$ cat config.mk
export PLATFORM = sky130hd
export DESIGN_NAME = uart_serial_tx
export DESIGN_NICKNAME = d
export VERILOG_FILES = /design/src/rtl/uart_serial_tx.sv
export SDC_FILE = /design/constraint.sdc
export NUM_CORES = 1
export LEC_CHECK = 0
export ABC_AREA = 1
export CAP_MARGIN = 20
export CORE_MARGIN = 3
export CORE_UTILIZATION = 28
export DETAILED_ROUTE_END_ITERATION = 7
export GPL_TIMING_DRIVEN = 0
export PLACE_DENSITY = 0.42
export SYNTH_ARGS = -nofsm -noshare
export SYNTH_HDL_FRONTEND = slang
export SYNTH_SLANG_ARGS = --single-unit
export TNS_END_PERCENT = 50
$ cat constraint.sdc
create_clock -name clk -period 1.6 [get_ports clk]
set_input_delay 0.16 -clock clk [delete_from_list [all_inputs] [get_ports clk]]
set_output_delay 0.16 -clock clk [all_outputs]
set_load 0.05 [all_outputs]
$ cat src/rtl/uart_serial_tx.sv
`default_nettype none
// ============================================================================
// Module   : uart_serial_tx
// Brief    : UART transmitter, start + 8 data (LSB first) + optional parity
//            + 1/2 stop bits, one byte per SEND/READY handshake.
// Revision : 1.0 - initial release
// ============================================================================

module uart_serial_tx #(
    parameter int CLKS_PER_BIT = 5208,
    parameter int PARITY_EN    = 0,
    parameter int PARITY_ODD   = 0,
    parameter int STOP_BITS    = 1
) (
    input  logic       clk,
    input  logic       reset,
    input  logic       send,
    input  logic [7:0] data,
    output logic       ready,
    output logic       tx,
    output logic       tx_done
);

    localparam int              c_cnt_w     = (CLKS_PER_BIT > 1) ? $clog2(CLKS_PER_BIT) : 1;
    localparam logic [c_cnt_w-1:0] c_bit_last = c_cnt_w'(CLKS_PER_BIT - 1);
    localparam logic [c_cnt_w-1:0] c_cnt_one  = c_cnt_w'(1);
    localparam logic [2:0]      c_stop_last = 3'(STOP_BITS - 1);

    typedef enum logic [2:0] {
        S_IDLE   = 3'd0,
        S_START  = 3'd1,
        S_DATA   = 3'd2,
        S_PARITY = 3'd3,
        S_STOP   = 3'd4
    } state_t;

    state_t               r_state;
    logic [c_cnt_w-1:0]   r_clk_cnt;
    logic [2:0]           r_bit_idx;
    logic [7:0]           r_shift;
    logic                 r_parity;
    logic                 r_tx;
    logic                 r_ready;
    logic                 r_tx_done;

    logic                 w_parity;
    logic                 w_bit_end;

    generate
        if (PARITY_ODD != 0) begin : g_parity_odd
            assign w_parity = ~^data;
        end else begin : g_parity_even
            assign w_parity = ^data;
        end
    endgenerate

    assign w_bit_end = (r_clk_cnt == c_bit_last);

    // r_bit_idx counts data bits in S_DATA and stop bits in S_STOP.
    always_ff @(posedge clk) begin
        if (reset) begin
            r_state   <= S_IDLE;
            r_clk_cnt <= '0;
            r_bit_idx <= '0;
            r_shift   <= '0;
            r_parity  <= 1'b0;
            r_tx      <= 1'b1;
            r_ready   <= 1'b1;
            r_tx_done <= 1'b0;
        end else begin
            r_tx_done <= 1'b0;
            case (r_state)
                S_IDLE: begin
                    r_tx      <= 1'b1;
                    r_ready   <= 1'b1;
                    r_clk_cnt <= '0;
                    r_bit_idx <= '0;
                    if (send) begin
                        r_shift  <= data;
                        r_parity <= w_parity;
                        r_tx     <= 1'b0;
                        r_ready  <= 1'b0;
                        r_state  <= S_START;
                    end
                end

                S_START: begin
                    if (w_bit_end) begin
                        r_clk_cnt <= '0;
                        r_bit_idx <= '0;
                        r_tx      <= r_shift[0];
                        r_state   <= S_DATA;
                    end else begin
                        r_clk_cnt <= r_clk_cnt + c_cnt_one;
                    end
                end

                S_DATA: begin
                    if (w_bit_end) begin
                        r_clk_cnt <= '0;
                        if (r_bit_idx == 3'd7) begin
                            r_bit_idx <= '0;
                            if (PARITY_EN != 0) begin
                                r_tx    <= r_parity;
                                r_state <= S_PARITY;
                            end else begin
                                r_tx    <= 1'b1;
                                r_state <= S_STOP;
                            end
                        end else begin
                            r_bit_idx <= r_bit_idx + 3'd1;
                            r_shift   <= {1'b0, r_shift[7:1]};
                            r_tx      <= r_shift[1];
                        end
                    end else begin
                        r_clk_cnt <= r_clk_cnt + c_cnt_one;
                    end
                end

                S_PARITY: begin
                    if (w_bit_end) begin
                        r_clk_cnt <= '0;
                        r_bit_idx <= '0;
                        r_tx      <= 1'b1;
                        r_state   <= S_STOP;
                    end else begin
                        r_clk_cnt <= r_clk_cnt + c_cnt_one;
                    end
                end

                S_STOP: begin
                    if (w_bit_end) begin
                        r_clk_cnt <= '0;
                        if (r_bit_idx == c_stop_last) begin
                            r_bit_idx <= '0;
                            r_ready   <= 1'b1;
                            r_tx_done <= 1'b1;
                            r_state   <= S_IDLE;
                        end else begin
                            r_bit_idx <= r_bit_idx + 3'd1;
                        end
                    end else begin
                        r_clk_cnt <= r_clk_cnt + c_cnt_one;
                    end
                end

                default: begin
                    r_state   <= S_IDLE;
                    r_clk_cnt <= '0;
                    r_bit_idx <= '0;
                    r_tx      <= 1'b1;
                    r_ready   <= 1'b1;
                end
            endcase
        end
    end

    assign ready   = r_ready;
    assign tx      = r_tx;
    assign tx_done = r_tx_done;

endmodule

`default_nettype wire

**After elaboration in Yosys (flattened, before gate mapping)**

Index checks and enable logic that the tools add are counted.
W data, S select, Z words.

- Bits in registers: 30
- Latch bits: 0
- RAM bits: 0
- Memory bits (read-only): 0
- Input bits: 11
- Output and inout bits: 3
- Logic and storage cells: 69
- Memories kept: 0

- Add/subtract/negate cells: 2
- Multipliers: 0
- Div/mod/pow operators: 0
- Order comparisons: 0
- Eq/ne operators: 15
- Shift operators: 0
- Mux-type cells: 28
- Bitwise operators: 4
- Reductions and logical operators: 13

Operator list:

| cell | count |
|---|---|
| $mux W3 | 12 |
| $mux W8 | 3 |
| $ne A2 B2 Y1 const B | 8 |
| $pmux W8 S2 | 1 |
| $pmux W3 S5 | 1 |
| $add A13 B1 Y13 const B | 1 |
| $eq A13 B13 Y1 const B | 1 |
| $pmux W3 S3 | 1 |
| $reduce_or A3 Y1 | 3 |
| $mux W1 | 8 |
| $reduce_and A4 Y1 | 2 |
| $reduce_and A7 Y1 | 1 |
| $eq A3 B2 Y1 const B | 2 |
| $eq A3 B3 Y1 const B | 2 |
| $logic_not A3 Y1 | 2 |
| $reduce_and A3 Y1 | 2 |
| $pmux W1 S5 | 1 |
| $not A1 Y1 | 4 |
| $reduce_or A4 Y1 | 1 |
| $add A3 B1 Y3 const B | 1 |
| $eq A3 B1 Y1 const B | 1 |
| $pmux W1 S3 | 1 |
| $ne A2 B1 Y1 const B | 1 |
| $reduce_bool A2 Y1 | 1 |
| $reduce_or A2 Y1 | 1 |

**Depth between registers and ports, before layout**

Gate-level depths: netlist (run 1).

- Depth in word-level cells: 4
- Gate-level depth with buffers: 10
- Gate-level depth less buffers: 10

**Worst setup path before layout (run 1)**

OpenSTA, ideal clock, no wires.

- Path type: register to register
- Start: reg r_clk_cnt[0]
- End: reg r_clk_cnt[6]
- Library setup time: 125 ps
- Data arrival time: 1312 ps
- Data required time: 1475 ps
- Path slack: 164 ps
- Cell stages (with the launch flop): 10
- Path buffers: 1
- Clock period less this slack: 1436 ps
- Path through: dfxtp_1 ha_1 nand2_1 nor2_1 nand3_4 nand2_4 nor2_4 inv_2 buf_6 nor3_4

- Cells in the longest elaborated chain, start to end: 2
- Elaborated cells on any way between the ends: 3
- Those cells by class: add/sub (1); eq/ne (1); reduce/logical (1)

Ends and longest elaborated chain:

| what | RTL line | text |
|---|---|---|
| start: declaration | 38 | `logic [c_cnt_w-1:0] r_clk_cnt;` |
| start signal: assignment | 94 | `r_clk_cnt <= r_clk_cnt + c_cnt_one;` |
| start signal: assignment | 116 | `r_clk_cnt <= r_clk_cnt + c_cnt_one;` |
| start signal: assignment | 127 | `r_clk_cnt <= r_clk_cnt + c_cnt_one;` |
| parallel branches: the longest is 2 deep, another holds $add A13 B1 Y13 | n/a |  |

Parallel ways; which one is timed is not known.
A chain may end at the register's enable or synchronous reset.

**Final worst setup path (run 1)**

- Start: reg r_tx_done, in the netlist tx_done
- End: out tx_done

RTL lines:

| what | RTL line | text |
|---|---|---|
| start: declaration | 44 | `logic r_tx_done;` |
| start signal: assignment | 69 | `r_tx_done <= 1'b0;` |
| start signal: assignment | 71 | `r_tx_done <= 1'b0;` |
| start signal: assignment | 137 | `r_tx_done <= 1'b1;` |
| end: declaration | 21 | `output logic tx_done` |

No word-level cell between the ends.

==> impl_results.md, run 1 <==
- Slowest cell on crit path: clkdlybuf4s50_1
- # DRC: 0
- Hold violation total from the final report: 0
- Routed Antenna Nets: 0
- Synth top cells by count: nand2_1, dfxtp_1, inv_1
- Least-Margin Pin Slew: 550.6 ps
- Top delay family on crit path: buffers and inverters
- Setup TNS: 0 ps
- Worst vdd ir: 0.5723 mV
- Mapped Nets: 248
- Post-synthesis async set-or-reset flop share: 0%
- Crit-path cells: clkdlybuf4s50_1
- Vias: 1484
- Combinational power share: 41.9%
- Critical Path AT: 1380 ps
- Synth Cell Area: 0.001634 mm²
- CP Buf/Inv Count: 1
- Yosys reg bits: 30
- Top-count cell post-synth: nand2_1
- Core area: 0.005574 mm²
- Num CTS Buffers: 5
- Setup Skew: 10.45 ps
- Aggregate global-route resource usage: 12.08%
- Fin crit period: 1543 ps
- Vias in the first global route: 1358
- RePlAce Congestion: 0.7685
- Post-synth top area share: 36.75%
- Rel. slew slack: 63.30%
- Area contributors post-synth: dfxtp_1, nand2_1, nand3_1
- Drt total wl: 3.775 mm
- DIE WIDTH: 82.40 µm
- Max-cap viol count: 0
- Fin area: 0.002044 mm²
- R2R cell count: 8
- Chip height: 82.40 µm
- R2r startpoint: r_bit_idx[0]
- Skew-Pair Late Insertion Delay: 290 ps
- Slack of the critical path: 56.92 ps
- Std cell rows: 27
- Crit. End Element: primary output
- Layout cells sized above 1: 17.12%
- Root Driver: clkbuf_8
- Non-Filler Instances: 329
- Final setup viols: 0
- Clock-pin slew on the worst setup and hold paths: 70 ps
- Die area: 0.006789 mm²
- Worst-case clock buffer depth: 2
- H-tree Lvls: 2
- Startpoint Class: flip-flop
- Number of hold buffers added after cts: 0
- Placed Cells: 318
- Dpl ws: -85.96 ps
- Starting DRC count in detailed routing: 51
- Primary FF master, synth: dfxtp_1
- Area Growth Syn to Fin: 25.11%
- Crit-path max FO: 1
- Hold path cells: 1
- Gr ovfl total: 0
- Worst Path Required: 1440 ps
- R2R Path End: r_shift[4]
- Nets: 271
- Placed cell areas: 0.001854 mm²
- CTS tree: done
- Final core occ: 36.68%
- Per-cell routed wire length: 11.47 µm
- Sw Share: 41.45%
- Post-synth EDFFs: 0
- Yosys cell types: 28
- Vias/cell: 4.511
- Internal power: 0.001649 W
- TritonRoute pass-1 iters: 5
- Largest net degree at the start of global routing: 11
- Port buffer count: 13
- Hold Crit Start: r_clk_cnt[0]
- Yosys warnings: 0
- Sw power: 0.001167 W
- Hold Path Class: flip-flop to flip-flop
- Crit share post-route: 96.44%
- Initial Util: 29.32%
- Final HPWL DP: 2.682 mm
- Clock Sinks: 30
- Max incr delay on CP: 790 ps
- Antenna cells: 0
- Worst reg-to-reg setup slack: 90 ps
- Post-synthesis sequential area ratio: 36.75%
- Hold EP: r_clk_cnt[0]
- Number of I/O pins: 14
- First-pass GRT wire length: 6.161 mm
- Initial antenna violation count: 0
- Yosys top cell by area: dfxtp_1
- Outcome: complete, no violations
- Crit path kind: flip-flop to primary output
- Leakage power: 0.8173 nW
- Max-slew violations: 0
- Power Density: 1377 mW/mm²
- Mapped Cells: 233
- Fmax: 648.1 MHz
- Clock power share: 23.5%
- Flop pwr share: 34.6%
- Avg Inst Size Synth: 7.013 µm²
-- power by group through the flow --
stage | clock network [W] | logic (W) | registers [W]
after global routing | 0.000709 | 0.00134 | 0.000994
final | 0.000662 | 0.00118 | 0.000974
after floorplan | 0 | 0.000753 | 0.00105
after global placement | 0 | 0.00110 | 0.000987
after CTS | 0.000685 | 0.00111 | 0.000969
after detailed placement | 0 | 0.00109 | 0.000984
-- cells in the final DEF, fill, tap and decap left out, types with 3 or more instances in the layout --
cell type and n:
inv_1 25, nand4_1 7, nand2_1 64, dfxtp_1 28, nand3_1 25, clkdlybuf4s50_1 11, nor2_4 5, nor3_1 4
a21oi_2 3, nor2_1 18, a21oi_1 14, clkbuf_8 6, nand2_2 3, o21ai_0 5, buf_4 3, inv_2 3
xor2_1 3, nand2_4 4, nor2_2 3
-- area by class of cell --
class                           instances  area (µm²)
Buffer                                  4       36.28
Clock buffer                            7       86.33
Clock inverter                          1       5.005
Fill cell                             612        3530
Inverter                               29       111.4
Multi-Input combinational cell        171       962.2
Sequential cell                        30       603.1
Tap cell                               72       90.09
Timing Repair Buffer                   15       150.1
-- timing repair --
| action | in CTS | in global routing |
|---|---|---|
| cloned | 0 | 1 |
| pin swaps | 2 | 5 |
| gates resized for setup | 1 | 21 |
| setup buffers | 1 | 1 |
| setup endpoints to repair | 10 | 24 |
-- layer usage --
metal / track usage (%) / up-vias / part of all wire, %
met1: 15.27 / 661 / 51
li1: - / 799 / -
met3: 3.579 / 6 / 3.5
met4: 4.983 / 0 / 1.8
met2: 19.07 / 18 / 44
met5: 0 / - / 0
-- cells by family after synthesis --
| logic type | Yosys count | synth area share [%] |
|---|---|---|
| AND/OR/NAND/NOR | 140 | 42.34 |
| buffers and inverters | 33 | 8.346 |
| flip-flops | 30 | 36.75 |
| AO/OA/AOI/OAI | 23 | 7.887 |
| adder cells (fa/ha/maj) | 4 | 3.063 |
| XOR/XNOR | 3 | 1.608 |
-- flip-flops by register name (all words and copies together) (netlist names) --
| signal | count |
|---|---|
| ready | 1 |
| r_state | 3 |
| r_clk_cnt | 13 |
| tx_done | 1 |
| r_shift | 8 |
| tx | 1 |
| r_bit_idx | 3 |
-- worst max-delay path by stage --
stage,slack [ps],from,to,depth (start not counted)
5_1_grt,-10,r_state[2],r_shift[6],7
4_1_cts,0.3,r_clk_cnt[0],r_clk_cnt[5],9
6_report,60,tx_done,tx_done,1
3_5_place_dp,-90,r_clk_cnt[0],r_clk_cnt[5],9
3_3_place_gp,-90,r_clk_cnt[0],r_clk_cnt[0],9
2_1_floorplan,160,r_clk_cnt[0],r_clk_cnt[6],9
-- through the flow --
step / power [W] / hold WS (ps)
6_report: 0.002816 / 416.9
5_1_grt: 0.003042 / 448.7
4_1_cts: 0.002760 / 448.9
3_5_place_dp: 0.002071 / 440.0
3_3_place_gp: 0.002083 / 437.1
2_1_floorplan: 0.001801 / 229.1
Power figures use the tool's default switching activity.
==> inputs of run 2 (changes only) <==
--- a/config.mk
+++ b/config.mk
@@ -10,6 +10,7 @@
 export CORE_MARGIN = 3
 export CORE_UTILIZATION = 28
 export DETAILED_ROUTE_END_ITERATION = 7
+export GPL_ROUTABILITY_DRIVEN = 1
 export GPL_TIMING_DRIVEN = 0
 export PLACE_DENSITY = 0.42
 export SYNTH_ARGS = -nofsm -noshare
==> results of run 2 <==
Final layout, timing and power as in run 1 (identical DEF).
